**config.mk**
```make
export PLATFORM = sky130hd
export DESIGN_NAME = vpu_reduction_seq
export DESIGN_NICKNAME = d
export VERILOG_FILES = /design/src/rtl/vpu_reduction_seq.sv
export SDC_FILE = /design/constraint.sdc
export NUM_CORES = 1
export LEC_CHECK = 0
export CORE_AREA = 8 8 413 415
export DETAILED_ROUTE_END_ITERATION = 6
export DIE_AREA = 0 0 421 423
export SKIP_LAST_GASP = 1
export SLEW_MARGIN = 10
export SYNTH_ARGS = -nofsm -noshare
export SYNTH_HDL_FRONTEND = slang
export SYNTH_SLANG_ARGS = --single-unit
```
**constraint.sdc**
```tcl
create_clock -name clk -period 15.5 [get_ports clk]
set_input_delay 3.1 -clock clk [delete_from_list [all_inputs] [get_ports clk]]
set_output_delay 3.1 -clock clk [all_outputs]
set_load 0.1 [all_outputs]
```
**src/rtl/vpu_reduction_seq.sv**
```systemverilog
// Reduction sequencer: accepts one FSUM/FMAX vector request, streams it to the datapath
// as EXEC_CNT back-to-back beats, then waits (with timeout) and returns the scalar result.
module vpu_reduction_seq #(
  parameter int OPERAND_WIDTH   = 16,
  parameter int DWIDTH_PER_EXEC = 256,
  parameter int EXEC_CNT        = 2,
  parameter int TIMEOUT_CYCLES  = 64
) (
  input  logic                                clk,
  input  logic                                rst_n,
  input  logic                                req_valid_i,
  output logic                                req_ready_o,
  input  logic                                req_is_sum_i,
  input  logic [EXEC_CNT*DWIDTH_PER_EXEC-1:0] req_data_i,
  output logic                                red_start_o,
  output logic                                red_is_sum_o,
  output logic [DWIDTH_PER_EXEC-1:0]          red_operand_o,
  input  logic [DWIDTH_PER_EXEC-1:0]          red_dout_i,
  input  logic                                red_done_i,
  output logic                                rsp_valid_o,
  input  logic                                rsp_ready_i,
  output logic [OPERAND_WIDTH-1:0]            rsp_data_o,
  output logic                                rsp_err_o,
  output logic                                spurious_o,
  output logic [15:0]                         op_cnt_o
);

  localparam int BW = (EXEC_CNT > 1) ? $clog2(EXEC_CNT) : 1;
  localparam int TW = $clog2(TIMEOUT_CYCLES);
  localparam logic [BW-1:0] BEAT_LAST = BW'(EXEC_CNT - 1);
  localparam logic [TW-1:0] TO_LAST   = TW'(TIMEOUT_CYCLES - 1);

  localparam logic [1:0] IDLE  = 2'd0;
  localparam logic [1:0] ISSUE = 2'd1;
  localparam logic [1:0] WAIT  = 2'd2;
  localparam logic [1:0] RESP  = 2'd3;

  logic [1:0]                 state_q;
  logic [BW-1:0]              beat_cnt_q;
  logic [TW-1:0]              to_cnt_q;
  logic                       is_sum_q;
  logic [OPERAND_WIDTH-1:0]   rsp_data_q;
  logic                       rsp_err_q;
  logic                       spurious_q;
  logic [15:0]                op_cnt_q;
  logic [DWIDTH_PER_EXEC-1:0] beat_q [EXEC_CNT];
  logic                       unused_dout;

  // Only lane 0 of the broadcast result is consumed.
  assign unused_dout = ^red_dout_i[DWIDTH_PER_EXEC-1:OPERAND_WIDTH];

  always_ff @(posedge clk) begin
    if (!rst_n) begin
      state_q    <= IDLE;
      beat_cnt_q <= '0;
      to_cnt_q   <= '0;
      is_sum_q   <= 1'b0;
      rsp_data_q <= '0;
      rsp_err_q  <= 1'b0;
      spurious_q <= 1'b0;
      op_cnt_q   <= '0;
    end else begin
      if (red_done_i && (state_q != WAIT)) spurious_q <= 1'b1;
      case (state_q)
        IDLE: begin
          if (req_valid_i) begin
            is_sum_q   <= req_is_sum_i;
            beat_cnt_q <= '0;
            state_q    <= ISSUE;
          end
        end
        ISSUE: begin
          if (beat_cnt_q == BEAT_LAST) begin
            beat_cnt_q <= '0;
            to_cnt_q   <= '0;
            state_q    <= WAIT;
          end else begin
            beat_cnt_q <= beat_cnt_q + BW'(1);
          end
        end
        WAIT: begin
          // A done landing on the timeout cycle still delivers valid data.
          if (red_done_i) begin
            rsp_data_q <= red_dout_i[OPERAND_WIDTH-1:0];
            rsp_err_q  <= 1'b0;
            state_q    <= RESP;
          end else if (to_cnt_q == TO_LAST) begin
            rsp_data_q <= '0;
            rsp_err_q  <= 1'b1;
            state_q    <= RESP;
          end else begin
            to_cnt_q <= to_cnt_q + TW'(1);
          end
        end
        RESP: begin
          if (rsp_ready_i) begin
            op_cnt_q <= op_cnt_q + 16'd1;
            state_q  <= IDLE;
          end
        end
        default: state_q <= IDLE;
      endcase
    end
  end

  always_ff @(posedge clk) begin
    if (state_q == IDLE && req_valid_i) begin
      for (int k = 0; k < EXEC_CNT; k++) begin
        beat_q[k] <= req_data_i[k*DWIDTH_PER_EXEC +: DWIDTH_PER_EXEC];
      end
    end
  end

  assign req_ready_o   = (state_q == IDLE);
  assign red_start_o   = (state_q == ISSUE);
  assign red_operand_o = red_start_o ? beat_q[beat_cnt_q] : '0;
  assign red_is_sum_o  = is_sum_q;
  assign rsp_valid_o   = (state_q == RESP);
  assign rsp_data_o    = rsp_data_q;
  assign rsp_err_o     = rsp_err_q;
  assign spurious_o    = spurious_q;
  assign op_cnt_o      = op_cnt_q;

endmodule

```
==> Yosys cells after proc, flatten, opt, wreduce, memory -nomap -nowiden <==
Memory sizes are Yosys's and may differ from the RTL's. A register that Yosys moved wholly into a read port is not among the register bits.
Cells that the tools add are included.
{ "classes": {"n_addsub": 3, "eq_ne": 11, "n_mux": 22, "n_reduce_logical": 12} }
{ "op_table": {"columns": ["operator", "n"], "rows": [
  ["$mux 256", 1],
  ["$mux 16", 2],
  ["$mux 6", 3],
  ["$add 16x1->16 const B", 1],
  ["$pmux 6 s2", 1],
  ["$mux 2", 5],
  ["$mux 1", 8],
  ["$ne 2x2->1 const B", 4],
  ["$pmux 2 s4", 1],
  ["$reduce_and 2->1", 4],
  ["$reduce_and 4->1", 2],
  ["$add 6x1->6 const B", 1],
  ["$eq 6x6->1 const B", 1],
  ["$reduce_bool 2->1", 3],
  ["$eq 2x2->1 const B", 2],
  ["$ne 2x1->1 const B", 2],
  ["$ne 3x3->1 const B", 1],
  ["$eq 2x1->1 const B", 1],
  ["$logic_and 1x1->1", 2],
  ["$logic_not 2->1", 1],
  ["$pmux 1 s2", 1],
  ["$add 1x1->1 const B", 1]
]} }
{ "totals": {"ff_bits": 44, "ram_bits": 512, "input_bits": 774, "out_inout_bits": 294, "word_cells": 57, "n_memories": 1} }
{ "memory_table": {"columns": ["name", "words", "word_bits", "rd", "rd_ports_with_merged_regs", "wr", "line", "source"], "rows": [
  ["beat_q", 2, 256, 1, 1, 2, "46", "logic [DWIDTH_PER_EXEC-1:0] beat_q [EXEC_CNT];"]
]} }

==> Longest topological paths before layout <==
{ "logic_depth": {"word_depth": 5, "mapped_depth": 7, "ltp_nobuf": 6} }

==> Worst setup path after synthesis <==
OpenSTA, ideal clock, no wires.
{ "synth_timing": {"path_kind": "input to register", "start": "in req_valid_i", "end": "mem beat_q[0][0], enable pin", "arrival_time_ps": 13079, "required_ps": 14641, "slack_ps": 1562, "path_stages": 2, "cell_sequence": "nand2_1 -> inv_1"} }
{ "synth_lines": {"columns": ["item", "line", "source"], "rows": [
  ["start: declaration", "11", "input logic req_valid_i,"],
  ["end: declaration", "46", null]
]} }

==> qor.txt <==
Part of the cycle the worst path needs -> 52.5%
IO Port Bufs -> 827
Die Y -> 423 microns
Num CTS Buffers -> 71
Slew margin rel. -> 14.1%
Hold Path Sink -> red_is_sum_o
CTS H-tree lvls -> 3
Synth top cells by count -> edfxtp_1, nor2_1, mux2i_1
Synth area leader -> edfxtp_1
Initial core utilization -> 12.9%
Avg Inst Size Synth -> 16.3 sq um
WHS -> 0.467 ns
Final GP Congestion -> 0.816
Cts repair resizes -> 0
Cell area after layout -> 34200 sq um
WL final -> 108 mm
Top-count cell post-synth -> edfxtp_1
Unrepaired setup endpoints after global routing -> no
Hold Crit Depth -> 2
Root Driver -> clkbuf_16
Die width -> 421 microns
Min Clock Period, post-route -> 8.14 ns
Final core utilization -> 20.9%
Netlist cell types -> 42
Pwr dens -> 198 nW/um^2
Area Overhead vs Synth -> 62.0%
Setup TNS -> 0 ns
Worst path arrival time -> 5.04 ns
Worst endpoint required time -> 12.40 ns
Synth top area cells -> edfxtp_1, mux2i_1, nor2_1
CP endpoint kind -> output pin
Crit Path Class -> flip-flop to output pin
Peak VDD IR -> 134 uV
Total GRT Usage -> 11.6%
Max-Cap Viols -> 0
Core Area -> 164000 sq um
Reg clk slew, reported paths -> 0.05 ns
Vias in the first global route -> 14927
Reg2Reg Depth -> 6
Clk_lat worst skew -> 0.66 ns
Cts hold-fix bufs -> 0
FP Rows -> 149
Leakage power -> 10.9 nW
Area after DPL -> 31900 sq um
Number of routed nets with antenna violations -> 0
CTS sink cnt -> 557
Ports -> 1068
DP HPWL -> 88.9 mm
Setup repair bufs after CTS -> 0
Post-synth EDFFs -> 512
Total gr overflow -> 0
First-pass GRT wire length -> 139 mm
Via/cell ratio -> 3.33
Startpoint Class -> flip-flop
Max-slew violation count -> 0
WL per Instance -> 24.5 microns
Async set-reset flop share out of synthesis -> 0%
Syn Nets -> 2079
Worst-path fanout max -> 55
Synthesized area -> 21100 sq um
Area share of the largest cell type after synthesis -> 72.8%
Worst hold path class -> flip-flop to flip-flop
Hold Violations, Final -> 0
Synth warnings -> 0
R2r setup slk -> 11.93 ns
Hold Path Origin -> red_is_sum_o
Iteration-0 DRC Markers -> 1078
Initial antenna violation count -> 103
Sequential share of the synthesized area -> 77.0%
Yosys reg bits -> 557
Final setup fails -> 0
Max Fclk -> 123 MHz
Largest net degree at the start of global routing -> 116
Reg2reg end -> beat_q[0][169]
Layout cell share with drive strength beyond 1 -> 6.65%
Cell count after synthesis -> 1299
DRC Markers -> 0
Worst-margin pin slew -> 1.28 ns
CTS tree -> done
Vias -> 14687
Top_reg_cell synth -> edfxtp_1
Reg2reg start -> state_q[1]
1st-pass router iterations -> 5
Run status -> finished clean
Layout Nets -> 2926
Die area -> 178000 sq um
Max clock buf depth -> 3
Clock Skew -> 0.0384 ns
-- state kept, by name, indices dropped and copies added, names as in the netlist, named ones only --
signal	cells
op_cnt_o	16
to_cnt_q	6
red_is_sum_o	1
rsp_err_o	1
state_q	2
beat_cnt_q	1
rsp_data_o	16
beat_q	512
spurious_o	1
-- logic make-up (layout without fill, tap and decap cells) --
| logic type | Yosys count | in the layout | synth area share (%) |
|---|---|---|---|
| mux | 261 | 261 | 12.4 |
| buf+inv | 76 | 974 | 1.55 |
| flops | 557 | 557 | 77.0 |
| xor+xnor | 10 | 10 | 0.414 |
| compound gates | 45 | 45 | 1.65 |
| fa+ha+maj | 6 | 6 | 0.355 |
| simple gates | 344 | 344 | 6.64 |
| other cells | 0 | 25 | 0 |
-- layout by cell type (no fill, tap or decap), types with 6 or more instances in the layout --
cell	count
nand4_1	7
edfxtp_1	512
dfxtp_1	44
inv_1	7
clkdlybuf4s50_1	806
a21oi_1	9
clkbuf_16	73
xor2_1	6
ha_1	6
nor2_1	273
buf_4	30
mux2i_1	260
a22o_1	16
clkinv_1	12
nand3_1	12
diode_2	25
clkbuf_1	10
clkinv_2	8
nand2_1	23
-- critical path, cell delays in order, from the launching register on --
cell             delay [ns]
dfxtp_4                0.72
buf_4                  0.93
buf_4                  0.82
mux2i_1                0.39
nor2_1                 0.18
clkdlybuf4s50_1        1.19
-- layer usage --
layer  up-vias  track usage [%]  routed length, microns
met1      7127             12.2                   38900
met2       724             20.5                   54600
met3       209             6.18                   12300
met4        48             2.46                    2200
met5         -                0                     302
li1       6579                -                       -
-- cell type report --
type | count | area, sq um
multi-input cells | 666 | 4530
clock inverters | 39 | 354
well taps | 2189 | 2740
clock buffers | 85 | 1890
fillers | 17428 | 130000
repair buffers | 841 | 8330
flip-flops and latches | 557 | 16300
inverters | 9 | 48.8
diodes | 25 | 62.6
-- report_power, final --
part           internal, mW  switching (mW)
combinational         0.670            2.30
sequential             2.07           0.143
clock                 0.929           0.682
total                  3.67            3.12
-- worst max path at each step --
| stage | from | to | cells past startpoint |
|---|---|---|---|
| floorplan | req_valid_i | beat_q[0][0] | 2 |
| global placement | flip-flop | red_operand_o[219] | 5 |
| detailed placement | flip-flop | red_operand_o[54] | 5 |
| CTS | flip-flop | red_operand_o[54] | 5 |
| global route | flip-flop | red_operand_o[54] | 5 |
| finish | flip-flop | red_operand_o[54] | 5 |
-- per-stage QoR --
| stage | worst slack [ns] | power, mW | instances |
|---|---|---|---|
| after global routing | 7.11 | 7.03 | 4387 |
| after CTS | 7.23 | 6.90 | 4386 |
| final | 7.36 | 6.79 | 4411 |
| after global placement | 7.95 | 5.24 | 4262 |
| after detailed placement | 7.95 | 5.25 | 4262 |
| after floorplan | 1.56 | 4.50 | 1299 |
No activity file was read; power rests on OpenSTA's default activity.
